===== src/rtl/ps2_pkg.sv =====
// ps2_pkg: shared PS/2 transmitter states, common command bytes and parity helper
package ps2_pkg;
  typedef enum logic [2:0] {IDLE, INHIBIT, BITS, ACK, WAIT_IDLE} ps2_tx_state_t;
  localparam logic [7:0] PS2_CMD_RESET    = 8'hFF;
  localparam logic [7:0] PS2_CMD_ENABLE   = 8'hF4;
  localparam logic [7:0] PS2_CMD_SET_RATE = 8'hF3;
  function automatic logic odd_parity(input logic [7:0] b);
    return ~^b;
  endfunction
endpackage


===== src/rtl/ps2_host_tx_if.sv =====
// ps2_host_tx_if: command handshake, status and open-drain PS/2 pin enables of the host transmitter
interface ps2_host_tx_if;
  logic       tx_valid;
  logic [7:0] tx_data;
  logic       tx_ready;
  logic       ps2_clk_in;
  logic       ps2_dat_in;
  logic       ps2_clk_oe;
  logic       ps2_dat_oe;
  logic       busy;
  logic       done;
  logic       nack;
  logic       timeout;
  modport master (
    output tx_valid, tx_data, ps2_clk_in, ps2_dat_in,
    input  tx_ready, ps2_clk_oe, ps2_dat_oe, busy, done, nack, timeout
  );
  modport slave (
    input  tx_valid, tx_data, ps2_clk_in, ps2_dat_in,
    output tx_ready, ps2_clk_oe, ps2_dat_oe, busy, done, nack, timeout
  );
endinterface


===== src/rtl/ps2_sync_edge.sv =====
// ps2_sync_edge: 2-flop synchronizer with falling-edge detect for a raw PS/2 line
module ps2_sync_edge (
  input  logic clk,
  input  logic reset,
  input  logic d,
  output logic level,
  output logic fe
);
  logic s1, s2, prev;
  // idle PS/2 lines float high, so start from 1 to avoid a false edge after reset
  always_ff @(posedge clk or posedge reset)
    if (reset) {s1, s2, prev} <= 3'b111;
    else {s1, s2, prev} <= {d, s1, s2};
  assign level = s2;
  assign fe    = prev & ~s2;
endmodule


===== src/rtl/ps2_host_tx.sv =====
// ps2_host_tx: host-to-device PS/2 command transmitter driving open-drain clk/dat enables.
// Define PS2_HOST_TX_RETRY_EN to retry a NACKed or timed-out frame once before reporting.
module ps2_host_tx
  import ps2_pkg::*;
#(
  parameter int CLK_FREQ_HZ    = 50000000,
  parameter int INHIBIT_CYCLES = CLK_FREQ_HZ / 10000,
  parameter int TIMEOUT_CYCLES = CLK_FREQ_HZ / 1000 * 15
) (
  input logic          clk,
  input logic          reset,
  ps2_host_tx_if.slave bus
);
  localparam int CW = $clog2((INHIBIT_CYCLES > TIMEOUT_CYCLES ? INHIBIT_CYCLES : TIMEOUT_CYCLES) + 1);
  localparam logic [CW-1:0] INH_PRE  = CW'(INHIBIT_CYCLES - 2);
  localparam logic [CW-1:0] INH_LAST = CW'(INHIBIT_CYCLES - 1);
  localparam logic [CW-1:0] TO_LAST  = CW'(TIMEOUT_CYCLES - 1);
  ps2_tx_state_t state, state_n;
  logic [3:0]    bit_cnt, bit_n;
  logic [CW-1:0] cnt, cnt_n;
  logic [10:0]   frame, frame_n;
  logic          clk_oe, clk_oe_n, dat_oe, dat_oe_n;
  logic          done, done_n, nack, nack_n, timeout, to_n, fin;
  logic          clk_lvl, clk_fe, dat_lvl;
  logic [1:0]    dat_s;
`ifdef PS2_HOST_TX_RETRY_EN
  logic          retry, retry_n;
`endif
  ps2_sync_edge clk_sync (.clk(clk), .reset(reset), .d(bus.ps2_clk_in), .level(clk_lvl), .fe(clk_fe));
  always_ff @(posedge clk or posedge reset)
    if (reset) dat_s <= 2'b11;
    else dat_s <= {dat_s[0], bus.ps2_dat_in};
  assign dat_lvl = dat_s[1];
  always_ff @(posedge clk or posedge reset)
    if (reset) begin
      state   <= IDLE;
      bit_cnt <= '0;
      cnt     <= '0;
      frame   <= '1;
      {clk_oe, dat_oe, done, nack, timeout} <= '0;
    end else begin
      state   <= state_n;
      bit_cnt <= bit_n;
      cnt     <= cnt_n;
      frame   <= frame_n;
      {clk_oe, dat_oe, done, nack, timeout} <= {clk_oe_n, dat_oe_n, done_n, nack_n, to_n};
    end
`ifdef PS2_HOST_TX_RETRY_EN
  always_ff @(posedge clk or posedge reset)
    if (reset) retry <= 1'b0;
    else retry <= retry_n;
`endif
  // frame bit 0 is the start bit, put on the line while the clock is still inhibited
  always_comb begin
    state_n  = state;
    bit_n    = bit_cnt;
    frame_n  = frame;
    cnt_n    = clk_fe ? '0 : cnt + CW'(1);
    clk_oe_n = clk_oe;
    dat_oe_n = dat_oe;
    nack_n   = nack;
    to_n     = timeout;
    done_n   = 1'b0;
    fin      = 1'b0;
`ifdef PS2_HOST_TX_RETRY_EN
    retry_n  = retry;
`endif
    case (state)
      IDLE: begin
        cnt_n = '0;
        if (bus.tx_valid) begin
          frame_n  = {1'b1, odd_parity(bus.tx_data), bus.tx_data, 1'b0};
          bit_n    = '0;
          nack_n   = 1'b0;
          to_n     = 1'b0;
          clk_oe_n = 1'b1;
          dat_oe_n = 1'b0;
          state_n  = INHIBIT;
`ifdef PS2_HOST_TX_RETRY_EN
          retry_n  = 1'b0;
`endif
        end
      end
      INHIBIT: begin
        cnt_n = cnt + CW'(1);
        if (cnt == INH_PRE) dat_oe_n = 1'b1;
        if (cnt == INH_LAST) begin
          clk_oe_n = 1'b0;
          cnt_n    = '0;
          bit_n    = '0;
          state_n  = BITS;
        end
      end
      BITS:
        if (clk_fe) begin
          dat_oe_n = ~frame[bit_cnt + 4'd1];
          bit_n    = bit_cnt + 4'd1;
          if (bit_cnt == 4'd9) state_n = ACK;
        end else if (cnt == TO_LAST) {fin, to_n} = 2'b11;
      ACK:
        if (clk_fe) begin
          nack_n  = dat_lvl;
          state_n = WAIT_IDLE;
        end else if (cnt == TO_LAST) {fin, to_n} = 2'b11;
      WAIT_IDLE:
        if (clk_lvl && dat_lvl) fin = 1'b1;
        else if (cnt == TO_LAST) {fin, to_n} = 2'b11;
      default: state_n = IDLE;
    endcase
    if (fin) begin
      state_n  = IDLE;
      clk_oe_n = 1'b0;
      dat_oe_n = 1'b0;
      done_n   = 1'b1;
      cnt_n    = '0;
`ifdef PS2_HOST_TX_RETRY_EN
      if ((nack_n || to_n) && !retry) begin
        state_n  = INHIBIT;
        clk_oe_n = 1'b1;
        done_n   = 1'b0;
        nack_n   = 1'b0;
        to_n     = 1'b0;
        retry_n  = 1'b1;
      end
`endif
    end
  end
  assign bus.tx_ready   = state == IDLE;
  assign bus.busy       = state != IDLE;
  assign bus.ps2_clk_oe = clk_oe;
  assign bus.ps2_dat_oe = dat_oe;
  assign bus.done       = done;
  assign bus.nack       = nack;
  assign bus.timeout    = timeout;
endmodule


===== src/flat_wrapper.sv =====
// flat-port wrapper written by rule: the top's interface ports become plain ports
module ps2_host_tx_flat import ps2_pkg::*;
#(
  parameter int CLK_FREQ_HZ    = 50000000,
  parameter int INHIBIT_CYCLES = CLK_FREQ_HZ / 10000,
  parameter int TIMEOUT_CYCLES = CLK_FREQ_HZ / 1000 * 15
)
  (clk, reset, bus_tx_valid, bus_tx_data, bus_ps2_clk_in, bus_ps2_dat_in, bus_tx_ready, bus_ps2_clk_oe, bus_ps2_dat_oe, bus_busy, bus_done, bus_nack, bus_timeout);
  ps2_host_tx_if bus_i ();
  input logic clk;
  input logic reset;
  input wire logic [$bits(bus_i.tx_valid)-1:0] bus_tx_valid;
  input wire logic [$bits(bus_i.tx_data)-1:0] bus_tx_data;
  input wire logic [$bits(bus_i.ps2_clk_in)-1:0] bus_ps2_clk_in;
  input wire logic [$bits(bus_i.ps2_dat_in)-1:0] bus_ps2_dat_in;
  output wire logic [$bits(bus_i.tx_ready)-1:0] bus_tx_ready;
  output wire logic [$bits(bus_i.ps2_clk_oe)-1:0] bus_ps2_clk_oe;
  output wire logic [$bits(bus_i.ps2_dat_oe)-1:0] bus_ps2_dat_oe;
  output wire logic [$bits(bus_i.busy)-1:0] bus_busy;
  output wire logic [$bits(bus_i.done)-1:0] bus_done;
  output wire logic [$bits(bus_i.nack)-1:0] bus_nack;
  output wire logic [$bits(bus_i.timeout)-1:0] bus_timeout;
  assign bus_i.tx_valid = bus_tx_valid;
  assign bus_i.tx_data = bus_tx_data;
  assign bus_i.ps2_clk_in = bus_ps2_clk_in;
  assign bus_i.ps2_dat_in = bus_ps2_dat_in;
  assign bus_tx_ready = bus_i.tx_ready;
  assign bus_ps2_clk_oe = bus_i.ps2_clk_oe;
  assign bus_ps2_dat_oe = bus_i.ps2_dat_oe;
  assign bus_busy = bus_i.busy;
  assign bus_done = bus_i.done;
  assign bus_nack = bus_i.nack;
  assign bus_timeout = bus_i.timeout;
  ps2_host_tx #(.CLK_FREQ_HZ(CLK_FREQ_HZ), .INHIBIT_CYCLES(INHIBIT_CYCLES), .TIMEOUT_CYCLES(TIMEOUT_CYCLES)) u_core (.clk(clk), .reset(reset), .bus(bus_i));
endmodule

===== config.mk =====
export PLATFORM = sky130hd
export DESIGN_NAME = ps2_host_tx_flat
export DESIGN_NICKNAME = d
export VERILOG_FILES = /design/src/rtl/ps2_pkg.sv /design/src/rtl/ps2_host_tx_if.sv /design/src/rtl/ps2_sync_edge.sv /design/src/rtl/ps2_host_tx.sv /design/src/flat_wrapper.sv
export SDC_FILE = /design/constraint.sdc
export NUM_CORES = 1
export LEC_CHECK = 0
export BUFFER_PORTS_ARGS = -buffer_cell sky130_fd_sc_hd__buf_2
export CAP_MARGIN = 20
export CORE_MARGIN = 3
export CORE_UTILIZATION = 45
export DETAILED_ROUTE_END_ITERATION = 8
export PLACE_DENSITY = 0.61
export SETUP_SLACK_MARGIN = 0.2
export SYNTH_ARGS = -nofsm -noshare
export SYNTH_HDL_FRONTEND = slang
export SYNTH_HIERARCHICAL = 1
export SYNTH_SLANG_ARGS = --single-unit

===== constraint.sdc =====
create_clock -name clk -period 3.3 [get_ports clk]
set_input_delay 0.33 -clock clk [delete_from_list [all_inputs] [get_ports clk]]
set_output_delay 0.33 -clock clk [all_outputs]
set_load 0.02 [all_outputs]

* Word-level counts from Yosys, hierarchy flattened *
Index checks and enable logic that the tools add are counted.

operators by class
  add/sub/neg operators = 2
  reduce and logical (&&, ||, !) cells = 17
  bitwise operators = 3
  magnitude comparators = 1
  eq/ne operators = 21
  muxes and demuxes = 37

operators by type and width
  cell                   number
  $mux 20                3
  $eq 20x13->1 const B   2
  $pmux 20 s2            1
  $add 20x1->20 const B  1
  $eq 20x20->1 const B   1
  $mux 3                 6
  $mux 1                 16
  $ne 3x1->1 const B     5
  $pmux 3 s5             1
  $mux 4                 3
  $pmux 4 s3             1
  $reduce_and 4->1       3
  $reduce_bool 3->1      4
  $ne 2x1->1 const B     4
  $reduce_xnor 8->1      1
  $eq 3x2->1 const B     2
  $ne 2x2->1 const B     3
  $pmux 1 s2             3
  $pmux 1 s3             2
  $reduce_and 3->1       2
  $reduce_and 6->1       1
  $lt 4x5->1 const B     1
  $add 4x1->4 const B    1
  $bmux 1 s4             1
  12 further kinds       13

word-level totals
  output and inout port bits = 7
  register bits = 47
  logic and storage cells = 94

* Longest topological paths before layout *
Gate-level depths: netlist of run 1.

  word-level depth = 7
  gate-level depth with buffers = 8
  gate-level depth less buffers = 7

* By module *
The synthesis of run 1 kept the hierarchy.

by module, submodules not included
  module         cells each  area each (µm²)  sequential area each (µm²)  times used
  ps2_host_tx    243         2343.5           1116.1                      1
  ps2_sync_edge  5           96.3             78.8                        1

* Worst setup path after synthesis of run 1 *
OpenSTA, ideal clock, no wires.

  path kind = flip-flop to flip-flop
  from = reg u_core.cnt[6]
  to = reg u_core.bit_cnt[2]
  arrival time = 1.861 ns
  period minus slack after synthesis = 1.983 ns
  cell stages (with the launch flop) = 6
  buffers on the path = 0
  setup time = 0.122 ns
  setup slack = 1.317 ns
  cell sequence = dfrtp_1 > or4b_1 > nand4bb_1 > or3_4 > nor2b_4 > a32o_1

between the ends
  word-level cells in the longest chain between the ends = 3

ends and longest elaborated chain
  item                        RTL line           RTL
  start, declared             ps2_host_tx.sv:20  logic [CW-1:0] cnt, cnt_n;
  start signal, assigned      ps2_host_tx.sv:44  cnt <= cnt_n;
  $eq 20x13->1                ps2_host_tx.sv:87  if (cnt == INH_LAST) begin
  $ne 2x1->1 (no line)        n/a
  $reduce_and 4->1 (no line)  n/a
  end signal, assigned        ps2_host_tx.sv:43  bit_cnt <= bit_n;
  end, declared               ps2_host_tx.sv:19  logic [3:0] bit_cnt, bit_n;

Every way passes these cells.
A chain may end at the register's enable or synchronous reset.

* Worst setup path in the final report of run 1 *
  from = reg u_core.cnt[0]
  to = reg u_core.cnt[6]

between the ends
  word-level cells in the longest chain between the ends = 5
  elaborated cells between the ends (all ways) = 11

ends and longest elaborated chain
  item                                                                   RTL line            RTL
  parallel branches: the longest is 4 deep, another holds $add 20x1->20  n/a
  $mux 20 *                                                              ps2_host_tx.sv:110  if (fin) begin
  named net u_core.cnt_n[6]                                              ps2_host_tx.sv:20

Mark *: on every way through the listed nets, which the timed path passes.

==> metrics.md, run 1 <==
| Metric | Value |
|---|---|
| Slowest stage delay, CP | `0.58 ns` |
| Worst-margin pin slew | `between 0.9 and 1 ns` |
| Outcome | `finished, final reports clean` |
| Switching power | `0.0002106 W` |
| TritonCTS clock tree | `done` |
| CP Class | `reg2reg` |
| Placed Instance Area | `around 2600 sq um` |
| CTS Buf Count | `5` |
| Vias per cell | `between 5 and 6` |
| FF-to-FF path depth | `6` |
| Worst-path fanout max | `19` |
| Leak Pwr | `approximately 1.3 nW` |
| Yosys reg bits | `47` |
| Final setup skew | `0.004890 ns` |
| 1st-pass router iterations | `4` |
| Max_slew headroom | `0.3865` |
| GRT overflow | `0` |
| Nets | `286` |
| Post-CTS setup repair buffer count | `0` |
| Worst Path Required | `approximately 3.5 ns` |
| Compound-Gate Fraction of Synth Area | `0.06667` |
| I/O pins | `20` |
| H-Tree Level Count | `2` |
| Die ar. | `between 6000 and 7000 sq um` |
| Clock power share | `0.376` |
| 1st-iter DRT viols | `77` |
| Sw Share | `0.2105` |
| Pin count of the biggest net entering global routing | `30` |
| Fmax achieved | `roughly 410 MHz` |
| Avg WL per Cell | `about 14 um` |
| Seq/Total Area, Yosys | `0.4897` |
| Synth Area in Simple Gates | `0.2590` |
| Slowest stage cell, crit path | `nor4_1` |
| Core area | `~5200 sq um` |
| Distinct cells, synth | `48` |
| Initial Util | `0.4717` |
| Cells after synthesis | `roughly 250` |
| Routed Antenna Nets | `0` |
| Routed vias | `between 1500 and 2000` |
| Pwr Total | `0.001000 W` |
| CTS Sinks | `47` |
| Power share of the sequential group | `0.583` |
| Clk buf depth | `2` |
| DR DRC count | `0` |
| Main combinational cell family by area after synthesis | `simple AND/OR/NAND/NOR gates` |
| Most frequent cell after synthesis | `nand2_1` |
| Cells along the critical path | `ha_1 > nand3_1 > nor4_1 > a31oi_1 > o21ai_2 > nor2_1` |
| Final hold vios | `0` |
| # diodes | `0` |
| # hold bufs at CTS | `0` |
| Top post-synthesis cells by count | `nand2_1 (44), dfrtp_1 (32), nor2_1 (31)` |
| Hold Path Class | `in2async` |
| Yosys Warn Count | `6` |
| Port bufs | `19` |
| Die X | `roughly 80 um` |
| Initial antenna violation count | `0` |
| GP Congestion | `between 0.8 and 0.9` |
| P per Cell Area | `around 370 nW/um^2` |
| Synth Area per Inst | `between 9 and 10 sq um` |
| Post-synth top flop | `dfrtp_1` |
| Max Cap Viol | `0` |
| Synth Area in Adders | `0.02051` |
| Setup TNS Final | `0 ns` |
| Synth Area in XOR/XNOR | `0.09692` |
| Clk pin slew, worst setup/hold paths | `0.08 ns` |
| Synth area leaders | `dfrtp_1 (33%), dfstp_2 (16%), nand2_1 (6.8%)` |
| All-Layer GR Usage | `0.1686` |
| Clk Latency, worst-skew pair | `just under 0.3 ns` |
| Worst setup SP type | `register` |
| Worst vdd ir | `approximately 0.23 mV` |
| # resized after CTS | `0` |
| Row count | `26` |
| Synth async-reset ratio | `1.000` |
| Final wirelength | `between 4 and 5 mm` |
| Post-synthesis cell area | `~2400 sq um` |
| Logic gate share of total power | `0.040` |
| Non-filler instance count after layout | `340` |
| Filler cells | `a little under 500` |
| DP Wirelength | `3.463 mm` |
| Internal power | `between 0.0007 and 0.0008 W` |
| Area leader, netlist | `dfrtp_1` |
| Cell area after layout | `about 2700 sq um` |
| EDFF count, synth | `0` |
| First-pass GRT wire length | `between 8 and 9 mm` |
| Multi-input gate area | `roughly 1100 sq um` |
| Syn Nets | `around 270` |
| Final Max Slew Viols | `0` |
| CP endpoint kind | `register` |
| Clock Tree Root | `clkbuf_8` |
| Final hold slack | `~0.024 ns` |
| Tcrit/Tclk final | `0.7375` |
| Area Overhead vs Synth | `9.846%` |
| Share of layout cells above drive strength 1 | `0.2074` |
| Post-synthesis mux area share | `0.02667` |
| Die height | `approximately 80 um` |
| Vias in the first global route | `~1800` |
| Critical Path AT | `approximately 2.6 ns` |
| Register area | `about 1200 sq um` |
| Final setup violation count | `0` |
| RSZ-0062 raised after global routing | `no` |
| Tmin final | `about 2.4 ns` |
| Synth top area share | `0.3282` |
| Inst Count DP | `roughly 330` |
layout make-up:
cell class,instances,share of cell area
clock buffers,8,0.03735
flip-flops and latches,47,0.4458
multi-input cells,183,0.4276
well taps,70,0.03268
repair buffers,21,0.04108
inverters,11,0.01541
cells in the final DEF, fill, tap and decap left out, drive strengths merged, types with 4 or more instances in the layout:
master,n
and3,8
buf,21
clkbuf,8
dfrtp,32
dfstp,15
ha,4
inv,10
nand2,44
nand3,13
nor2,31
nor4,4
o21ai,7
xnor2,14
xor2,13
power by group through the flow:
stage,Clock (W),Sequential (W),Combinational (W)
finish,0.000376,0.000583,0.0000404
floorplan,0,0.000594,0.0000253
CTS,0.000394,0.000584,0.0000418
global placement,0,0.000594,0.0000414
global route,0.000422,0.000584,0.0000459
detailed placement,0,0.000594,0.0000417
cells by family (layout without fill, tap and decap cells):
| group | Yosys count | after routing |
|---|---|---|
| DFF | 47 | 47 |
| adders and majority gates | 4 | 4 |
| muxes | 4 | 4 |
| buffers and inverters | 18 | 40 |
| AOI/OAI and AO/OA | 24 | 24 |
| xor gates and xnor gates | 27 | 27 |
| and+or+nand+nor | 124 | 124 |
state kept, by name, indices dropped and copies added, names as in the netlist, 2 cells and up:
register / count
u_core/cnt: 20
u_core/frame: 10
u_core/bit_cnt: 4
u_core/state: 3
u_core/dat_s: 2
routing by layer:
| layer | part of all wire | track usage | vias up |
|---|---|---|---|
| met3 | 0.026 | 0.04402 | 6 |
| met1 | 0.49 | 0.2328 | 867 |
| met4 | 0.013 | 0.06014 | 0 |
| li1 | - | - | 882 |
| met2 | 0.47 | 0.2546 | 21 |
| met5 | 0 | 0 | - |
worst max-delay path, delay by kind of cell (launching register included):
kind	cells	cell delay (ns)
flip-flops	1	0.41
AO/OA/AOI/OAI	2	0.74
AND/OR/NAND/NOR	3	0.85
adder cells (fa/ha/maj)	1	0.28
worst paths after layout:
| path | endpoint | slack (ns) | start |
|---|---|---|---|
| worst max-delay path | u_core/cnt[6] | 0.87 | u_core/cnt[0] |
| worst min-delay path | u_core/state[2] | 0.02 | reset |
| worst max register to register | u_core/cnt[6] | 0.87 | u_core/cnt[0] |
| worst min register to register | u_core/dat_s[1] | 0.36 | u_core/dat_s[0] |
| max in group asynchronous | u_core/frame[6] | 2.51 | reset |
| min in group clk | u_core/dat_s[0] | 0.13 | bus_ps2_dat_in |
per-stage QoR:
stage	worst slack, ns	utilization
2_1_floorplan	1.317	-
3_3_place_gp	0.9593	0.4988
3_5_place_dp	0.8311	0.4988
4_1_cts	0.8030	0.5181
5_1_grt	0.6228	0.5181
6_report	0.8661	0.5181
Power figures use the tool's default switching activity.
==> run 2: changes to the inputs <==
--- a/config.mk
+++ b/config.mk
@@ -10,7 +10,7 @@
 export CORE_MARGIN = 3
 export CORE_UTILIZATION = 45
 export DETAILED_ROUTE_END_ITERATION = 8
-export PLACE_DENSITY = 0.61
+export PLACE_DENSITY = 0.63
 export SETUP_SLACK_MARGIN = 0.2
 export SYNTH_ARGS = -nofsm -noshare
 export SYNTH_HDL_FRONTEND = slang
==> constraint.sdc (replaced) <==
create_clock -name clk -period 2.15 [get_ports clk]
set_input_delay 0.215 -clock clk [delete_from_list [all_inputs] [get_ports clk]]
set_output_delay 0.215 -clock clk [all_outputs]
set_load 0.02 [all_outputs]
==> metrics.md, run 2 (synthesis gave the netlist of run 1 again) <==
| Metric | Value |
|---|---|
| CP Capture Point | `u_core/bit_cnt[2]` |
| Max_slew headroom | `0.6301 (+0.2435)` |
| FF-to-FF path depth | `5 (-1)` |
| H-Tree Level Count | `2 (unchanged)` |
| Logic gate share of total power | `0.040 (about the same)` |
| Setup TNS Final | `0 ns (unchanged)` |
| Clk Latency, worst-skew pair | `0.30 ns (about the same)` |
| Worst vdd ir | `0.3810 mV (+67%)` |
| CTS Sinks | `47 (unchanged)` |
| Share of layout cells above drive strength 1 | `0.2552 (+0.04784)` |
| Commonest cells after routing, fill and taps aside | `nand2_1 (44), dfrtp_1 (32), nor2_1 (31)` |
| I/O pins | `20 (unchanged)` |
| Most common cell after layout, fill and taps aside | `nand2_1` |
| CP delay by family, top | `simple AND/OR/NAND/NOR gates` |
| Vias in the first global route | `1734 (-2.3%)` |
| CP endpoint kind | `register` |
| Slowest stage cell, crit path | `or4b_4` |
| Initial Util | `0.4717 (unchanged)` |
| DR DRC count | `0 (unchanged)` |
| Routed vias | `1815 (+2.2%)` |
| Max Cap Viol | `0 (unchanged)` |
| Top reg by flops | `u_core/cnt` |
| Avg WL per Cell | `12.96 um (-7.8%)` |
| 1st-iter DRT viols | `83 (+7.8%)` |
| Cells along the critical path | `or4b_4 > nand4bb_1 > or3_4 > nor2b_4 > a32o_1` |
| Max FFs per register | `20 (unchanged)` |
| First-pass GRT wire length | `8.148 mm (-1.3%)` |
| Final Max Slew Viols | `0 (unchanged)` |
| Die ar. | `6342 sq um (unchanged)` |
| Initial antenna violation count | `0 (unchanged)` |
| Worst-margin pin slew | `0.5549 ns (-0.3569 ns)` |
| Final setup skew | `0.006749 ns (+0.001859 ns)` |
| Tmin final | `1.940 ns (-0.4938 ns)` |
| Core area | `5172 sq um (unchanged)` |
| Hold Path Class | `in2reg` |
| Sw Share | `0.1996 (-0.01088)` |
| DP Wirelength | `3.239 mm (-6.5%)` |
| Clock Tree Root | `clkbuf_8` |
| R2R Path End | `u_core/bit_cnt[2]` |
| Power share of the sequential group | `0.552 (-0.031)` |
| Worst Path Required | `2.34 ns (-1.11 ns)` |
| Switching power | `0.0003238 W (+54%)` |
| All-Layer GR Usage | `0.1651 (-0.003488)` |
| Clk buf depth | `2 (unchanged)` |
| Critical Path AT | `2.13 ns (-0.45 ns)` |
| P per Cell Area | `567.0 nW/um^2 (+52%)` |
| Non-filler instance count after layout | `356 (+4.7%)` |
| Cell area after layout | `2860 sq um (+6.7%)` |
| FF-to-FF Start | `u_core/cnt[4]` |
| Pwr Total | `0.001622 W (+62%)` |
| Die X | `79.64 um (unchanged)` |
| R2R setup slack | `0.21 ns (-0.66 ns)` |
| Fmax achieved | `515.4 MHz (+25%)` |
| RSZ-0062 raised after global routing | `yes` |
| Clock power share | `0.408 (+0.032)` |
| Internal power | `0.001298 W (+64%)` |
| Final wirelength | `4.613 mm (-3.4%)` |
| 1st-pass router iterations | `4 (unchanged)` |
| CTS Buf Count | `5 (unchanged)` |
| Final hold vios | `0 (unchanged)` |
| Port bufs | `19 (unchanged)` |
| Inst Count DP | `339 (+2.1%)` |
| Placed Instance Area | `2645 sq um (+2.5%)` |
| Nets | `302 (+5.6%)` |
| Row count | `26 (unchanged)` |
| Top Registers | `u_core/cnt: 20 flops, u_core/frame: 10 flops, u_core/bit_cnt: 4 flops` |
| Vias per cell | `5.098 (-2.4%)` |
| Routed Antenna Nets | `0 (unchanged)` |
| CP Class | `reg2reg` |
| Pin count of the biggest net entering global routing | `45 (+50%)` |
| Worst setup SP type | `register` |
| Slowest stage delay, CP | `0.53 ns (-0.05 ns)` |
| Area Overhead vs Synth | `17.23%` |
| TritonCTS clock tree | `done` |
| Die height | `79.64 um (unchanged)` |
| Final hold slack | `0.1171 ns (+0.09292 ns)` |
| # diodes | `0 (unchanged)` |
| GP Congestion | `0.8265 (-1.0%)` |
| GRT overflow | `0 (unchanged)` |
| CP Buf/Inv Count | `0 (unchanged)` |
| Tcrit/Tclk final | `0.9024 (+0.1648)` |
| Clk pin slew, worst setup/hold paths | `0.08 ns (about the same)` |
| Worst-path fanout max | `4 (-15)` |
| Final setup violation count | `0 (unchanged)` |
| Outcome | `finished, final reports clean` |
| Leak Pwr | `1.357 nW (+7.4%)` |
| CP Depth | `5 (-1)` |
| Crit path launch | `u_core/cnt[4]` |
-- run 2: power by group through the flow --
| stage | registers (W) | logic, W | clock network, W |
|---|---|---|---|
| detailed placement | 0.000912 | 0.0000633 | 0 |
| finish | 0.000895 | 0.0000651 | 0.000661 |
| global route | 0.000896 | 0.0000748 | 0.000728 |
| floorplan | 0.000911 | 0.0000388 | 0 |
| CTS | 0.000896 | 0.0000675 | 0.000687 |
| global placement | 0.000912 | 0.0000628 | 0 |
-- run 2: timing repair --
item                                    CTS  global route
setup buffers                             2             4
endpoints found under the setup margin    4            29
pin swaps                                 2             1
gates resized for setup                   0             5
hold buffers                              3             0
endpoints found under the hold margin     5             0
cloned                                    0             0
-- run 2: layer usage --
layer  part of all wire  routed length (um)  GRT usage
met3              0.032                 148    0.03725
met5                  0                   0          0
met2               0.46                2106     0.2538
met4              0.016                  76    0.05498
met1               0.49                2282     0.2297
-- run 2: cell type report --
class,instances,area (sq um)
clock buffers,6,82.58
clock inverters,2,35.03
fillers,453,2312
inverters,11,41.29
multi-input cells,183,1169
flip-flops and latches,47,1195
well taps,70,87.58
repair buffers,37,250.2
-- run 2: worst min-delay path by stage --
| stage | start | end | slack [ns] | cells after the start |
|---|---|---|---|---|
| 6_report | bus_tx_data[3] | u_core/frame[4] | 0.12 | 3 |
| 5_1_grt | bus_tx_data[4] | u_core/frame[5] | 0.11 | 3 |
| 4_1_cts | bus_tx_data[6] | u_core/frame[7] | 0.10 | 3 |
| 3_5_place_dp | reset | u_core/clk_sync/level | 0.28 | 2 |
| 3_3_place_gp | reset | u_core/clk_sync/level | 0.28 | 2 |
| 2_1_floorplan | reset | u_core/clk_sync/level | 0.15 | 1 |
-- run 2: worst min-delay path: stages --
cell	delay, ns
buf_2	0.11
nand2_1	0.05
nand2_1	0.04
-- run 2: stage by stage --
stage | setup WS [ns] | util
after CTS | 0.1892 | 0.5428
after global placement | 0.1229 | 0.5114
after global routing | 0.1436 | 0.5530
final | 0.2099 | 0.5530
after floorplan | 0.1792 | -
after detailed placement | 0.09493 | 0.5114
